File: config.mk
export PLATFORM = sky130hd
export DESIGN_NAME = pmod_led_ctrl
export DESIGN_NICKNAME = d
export VERILOG_FILES = /design/src/rtl/pmod_led_ctrl.sv
export SDC_FILE = /design/constraint.sdc
export NUM_CORES = 1
export LEC_CHECK = 0
export CELL_PAD_IN_SITES_DETAIL_PLACEMENT = 1
export CELL_PAD_IN_SITES_GLOBAL_PLACEMENT = 1
export CORE_MARGIN = 2
export CORE_UTILIZATION = 44
export CTS_CLUSTER_SIZE = 25
export DETAILED_ROUTE_END_ITERATION = 8
export PLACE_DENSITY = 0.78
export SLEW_MARGIN = 0
export SYNTH_ARGS = -nofsm -noshare
export SYNTH_HDL_FRONTEND = slang
export SYNTH_SLANG_ARGS = --single-unit
File: constraint.sdc
create_clock -name clk -period 2.55 [get_ports clk]
set_input_delay 0.51 -clock clk [delete_from_list [all_inputs] [get_ports clk]]
set_output_delay 0.51 -clock clk [all_outputs]
set_load 0.02 [all_outputs]
File: src/rtl/pmod_led_ctrl.sv
// Button sequencer: synchronises and debounces two active-low pmod buttons and
// runs a run/pause/idle state machine that steps a 3-bit LED counter.
module pmod_led_ctrl #(
  parameter int DEB_CYCLES  = 120000,
  parameter int TICK_CYCLES = 3000000
) (
  input  logic       clk,
  input  logic       rst,
  input  logic [1:0] pmod,
  output logic [2:0] led,
  output logic [1:0] state,
  output logic       dir
);

  localparam int DW = (DEB_CYCLES > 2) ? $clog2(DEB_CYCLES) : 1;
  localparam int TW = (TICK_CYCLES > 2) ? $clog2(TICK_CYCLES) : 1;
  localparam logic [DW-1:0] DEB_LAST  = DW'(DEB_CYCLES - 1);
  localparam logic [TW-1:0] TICK_LAST = TW'(TICK_CYCLES - 1);

  typedef enum logic [1:0] {
    IDLE  = 2'b00,
    RUN   = 2'b01,
    PAUSE = 2'b10
  } state_t;

  logic [1:0]    sync_p0, sync_p1;
  logic [1:0]    deb_p2;
  logic [DW-1:0] deb_cnt_p2 [2];
  logic [1:0]    press;

  state_t        state_q, state_nxt;
  logic [TW-1:0] tick_q, tick_nxt;
  logic [2:0]    count_q, count_nxt;
  logic          dir_q, dir_nxt;
  logic [2:0]    led_q, led_nxt;

  function automatic logic [2:0] step_count(input logic [2:0] c, input logic down);
    return down ? (c - 3'd1) : (c + 3'd1);
  endfunction

  // Stage p0/p1: two-flop synchroniser, idles at the released (high) level
  always_ff @(posedge clk) begin
    if (rst) begin
      sync_p0 <= 2'b11;
      sync_p1 <= 2'b11;
    end else begin
      sync_p0 <= pmod;
      sync_p1 <= sync_p0;
    end
  end

  // Stage p2: per-bit debounce; any sample matching deb restarts the count
  always_ff @(posedge clk) begin
    if (rst) begin
      deb_p2 <= 2'b11;
      for (int i = 0; i < 2; i++) deb_cnt_p2[i] <= '0;
    end else begin
      for (int i = 0; i < 2; i++) begin
        if (sync_p1[i] == deb_p2[i]) begin
          deb_cnt_p2[i] <= '0;
        end else if (deb_cnt_p2[i] == DEB_LAST) begin
          deb_p2[i]     <= sync_p1[i];
          deb_cnt_p2[i] <= '0;
        end else begin
          deb_cnt_p2[i] <= deb_cnt_p2[i] + 1'b1;
        end
      end
    end
  end

  // Press fires on the same edge the debounced level falls
  always_comb begin
    press = 2'b00;
    for (int i = 0; i < 2; i++)
      press[i] = (sync_p1[i] != deb_p2[i]) && (deb_cnt_p2[i] == DEB_LAST) && !sync_p1[i];
  end

  always_comb begin
    state_nxt = state_q;
    tick_nxt  = tick_q;
    count_nxt = count_q;
    dir_nxt   = dir_q;
    case (state_q)
      IDLE: begin
        if (press[1]) begin
          dir_nxt = ~dir_q;
        end else if (press[0]) begin
          state_nxt = RUN;
          tick_nxt  = '0;
          count_nxt = 3'd0;
        end
      end
      RUN: begin
        // A wrap on the pausing edge still steps; a stop discards it below
        if (tick_q == TICK_LAST) begin
          tick_nxt  = '0;
          count_nxt = step_count(count_q, dir_q);
        end else begin
          tick_nxt = tick_q + 1'b1;
        end
        if (press[1]) begin
          state_nxt = IDLE;
          tick_nxt  = '0;
          count_nxt = 3'd0;
        end else if (press[0]) begin
          state_nxt = PAUSE;
        end
      end
      PAUSE: begin
        if (press[1]) begin
          state_nxt = IDLE;
          tick_nxt  = '0;
          count_nxt = 3'd0;
        end else if (press[0]) begin
          state_nxt = RUN;
        end
      end
      default: begin
        state_nxt = IDLE;
        tick_nxt  = '0;
        count_nxt = 3'd0;
      end
    endcase
    led_nxt = (state_nxt == IDLE) ? 3'b000 : count_nxt;
  end

  // Stage p3: registered FSM state and LED outputs
  always_ff @(posedge clk) begin
    if (rst) begin
      state_q <= IDLE;
      tick_q  <= '0;
      count_q <= 3'd0;
      dir_q   <= 1'b0;
      led_q   <= 3'b000;
    end else begin
      state_q <= state_nxt;
      tick_q  <= tick_nxt;
      count_q <= count_nxt;
      dir_q   <= dir_nxt;
      led_q   <= led_nxt;
    end
  end

  assign led   = led_q;
  assign state = state_q;
  assign dir   = dir_q;

endmodule

==> results.md <==
* Unrepaired setup endpoints after global routing: no
* Status: finished, final reports clean
* Syn Area/Cell at 9.65 µm²
* Area delta synth->final at 18.2%
* Ys async rst share at 0%
* First-pass GRT wire length at roughly 15,000 µm
* Global-route usage over all layers at roughly a fifth
* Final nets at between 400 and 500
* Slew Viols, Final at 0
* Cell at the slowest stage of the critical path: or4b_4
* WHS at around 0.41 ns
* Commonest non-fill, non-tap cells in the layout: nor2_1 (47), dfxtp_1 (37), edfxtp_1 (34), conb_1 (34), nand3_1 (32)
* Area fraction in compound gates after synthesis at between 10% and 20%
* Max Root-Sink Buffers at 2
* Top post-synthesis cells by area: edfxtp_1 (27%), dfxtp_1 (20%), nor2_1 (4.7%)
* Sequential fraction of the synthesis area at about 47%
* Total leakage power at between 1.5 and 2 nW
* Tightest Hold Check Type: register to register
* Period utilization at a little over nine tenths
* Gpl congestion at slightly above 0.8
* Initial antenna violation count at 0
* F_max at 0.405 GHz
* PortBufs at 9
* Crit start category: register
* Simple-gate share of the synthesized area at a little under a third
* Clock Skew at around 0.010 ns
* Largest net degree at the start of global routing at 37
* Register Area at around 1800 µm²
* ANT cells at 0
* Hold Crit Depth at 1
* Post-DP HPWL at around 6100 µm
* Multi-input gate area at between 2000 and 2500 µm²
* # fillers at around 1,000
* Final Hold Violating Endpoints at 0
* Max IR drop VDD at approximately 0.33 mV
* Drt first pass iters at 4
* RR Endpoint: tick_q[8]$_SDFFE_PP0P_
* WP data arrival at roughly 2.7 ns
* Max stage delay on crit path at ~0.46 ns
* Vias per cell at roughly 5.5
* Tmin final at 2.47 ns
* CP Class: register to register
* Mux contribution to synthesized area at less than 1%
* Total power at ~2.3 mW
* Slew Limit Headroom at 60.7%
* Post-synth EDFFs at 34
* Core area at just over 8000 µm²
* Most common cell after layout, fill and taps aside: nor2_1
* Crit Path Max Fanout at 5
* Initial Util at 45.7%
* Worst-skew pair later-pin latency at between 0.3 and 0.4 ns
* Post-synthesis cell type count at 56
* R2r setup slk at approximately 0.084 ns
* H-tree depth at 3
* DR vias at ~3,100
* Syn Inst Count at between 300 and 400
* FF-to-FF Start: deb_cnt_p2[0][0]$_SDFFCE_PN0P_
* Hold Path Origin: sync_p0[0]$_SDFF_PP1_
* CP cell instances: ha_2 -> or4b_4 -> or4_4 -> a2111o_1 -> a211o_1 -> a221oi_2
* Hold Buf Count CTS at 0
* Synth warn at 0
* Register-to-Register Path Depth at 6
* Initial DRC count at 51
* Routed WL at around 8600 µm
* CTS Root Cell: clkbuf_8
* Share of cells above drive strength 1 at 11.9%
* Routed Antenna Nets at 0
* # DRC at 0
* Die area at 9330 µm²
* Grt total ovfl at 0
* Leading area contributor after synthesis: edfxtp_1
* Fin Setup TNS at 0 ns
* Post-Syn Area at around 3800 µm²
* Worst slew pin tran at 0.586 ns
* Die Ht at approximately 97 µm
* Die width at between 90 and 100 µm
* XOR/XNOR share of the synthesized area at around 8%
* Largest family of logic cells by synthesized area: simple AND/OR/NAND/NOR gates
* CP Data Required Time at 2.82 ns
* Endpoints failing setup at 0
* CTS clk-pin slew, worst paths at ~0.080 ns
* Io pins at 10
* Synth Flop Type: dfxtp_1
* Adder-cell share of the synthesized area at around 1.5%
* Wire per inst at 15.3 µm
* Flops & latches, synth at ~70
* End point of the worst hold path: sync_p1[0]$_SDFF_PP1_
* Inserted Clock Buffers at 9
* CTS Sinks at a little over 70
* Max cap viols at 0
* CTS tree: built
* Rows at 33
* Power density over cell area at 518 nW/µm²
* Share of the synthesized area in the top cell type at 27.1%
* CP Capture Type: register
* Vias in the first global route at approximately 3,200
* Core Util, Final at between 50 and 60%
-- worst max-delay path: cells and delay by family (launching register included) --
kind	cells	cell delay, ns
simple gates	2	0.89
fa+ha+maj	1	0.19
flops	1	0.37
compound gates	3	0.92
-- Yosys cell counts (6+ instances only) --
library cell,instances
nand4b_1,6
xnor2_1,17
or2_2,6
and4_1,12
inv_1,15
nor2_1,47
dfxtp_1,37
and3_1,15
nand3_1,32
a31oi_1,24
clkbuf_1,13
edfxtp_1,34
xor2_1,17
nand4_1,13
nand2_1,17
nand3b_1,9
a21oi_1,7
-- per-stage QoR --
stage	std cells	cell area, µm²	worst slack [ns]
global route	559	4460	0.00566
global placement	537	4190	0.0652
CTS	558	4450	0.0000377
detailed placement	537	4190	-0.0432
finish	559	4460	0.0836
floorplan	424	3900	0.0109
-- cell type report --
type,count,area share [%]
clock buffer,10,2.86
clock inverter,6,1.91
inverter,15,1.26
multi-input combinational,323,45.6
sequential,71,39.5
tap,105,2.95
timing repair buffer,29,5.95
-- worst max path at each step --
| stage | end | startpoint | cells past startpoint | slack (ns) |
|---|---|---|---|---|
| 2_1_floorplan | deb_cnt_p2[0][10]$_SDFFCE_PN0P_ | deb_cnt_p2[0][0]$_SDFFCE_PN0P_ | 7 | 0.01 |
| 3_3_place_gp | tick_q[8]$_SDFFE_PP0P_ | deb_cnt_p2[0][1]$_SDFFCE_PN0P_ | 6 | 0.07 |
| 6_report | tick_q[8]$_SDFFE_PP0P_ | deb_cnt_p2[0][0]$_SDFFCE_PN0P_ | 6 | 0.08 |
| 4_1_cts | tick_q[8]$_SDFFE_PP0P_ | deb_cnt_p2[0][1]$_SDFFCE_PN0P_ | 6 | 0.00004 |
| 3_5_place_dp | tick_q[8]$_SDFFE_PP0P_ | deb_cnt_p2[0][1]$_SDFFCE_PN0P_ | 6 | -0.04 |
| 5_1_grt | tick_q[8]$_SDFFE_PP0P_ | deb_cnt_p2[0][0]$_SDFFCE_PN0P_ | 6 | 0.006 |
-- metal layers --
layer / share of wire (%) / vias up / GRT usage [%]
met4: 0.94 / 0 / 4.23
li1: - / 1532 / -
met2: 51 / 25 / 34.7
met5: 0 / - / 0
met1: 46 / 1494 / 24.2
met3: 2.4 / 6 / 4.99
-- registers in the layout (all words and copies together) (netlist names) --
name        flops
led             3
dir             1
count_q         3
deb_p2          2
tick_q         22
sync_p0         2
sync_p1         2
state           2
deb_cnt_p2     34
-- logic make-up after synthesis --
logic type      after synthesis
xor+xnor                     34
simple gates                196
fa+ha+maj                     4
compound gates               54
mux                           1
other cells                   1
buf+inv                      30
flops                        71
-- timing repair --
item | in CTS | in global routing
pin swaps | 4 | 1
setup endpoints to repair | 13 | 18
setup buffers | 5 | 1
resized for setup | 1 | 1
-- power by group --
| part | internal [mW] | leakage [nW] | switching, mW | total, mW |
|---|---|---|---|---|
| combinational | 0.0398 | 0.811 | 0.0451 | 0.0850 |
| sequential | 1.22 | 0.650 | 0.0256 | 1.24 |
| clock | 0.548 | 0.104 | 0.432 | 0.980 |
Power figures use the tool's default switching activity.
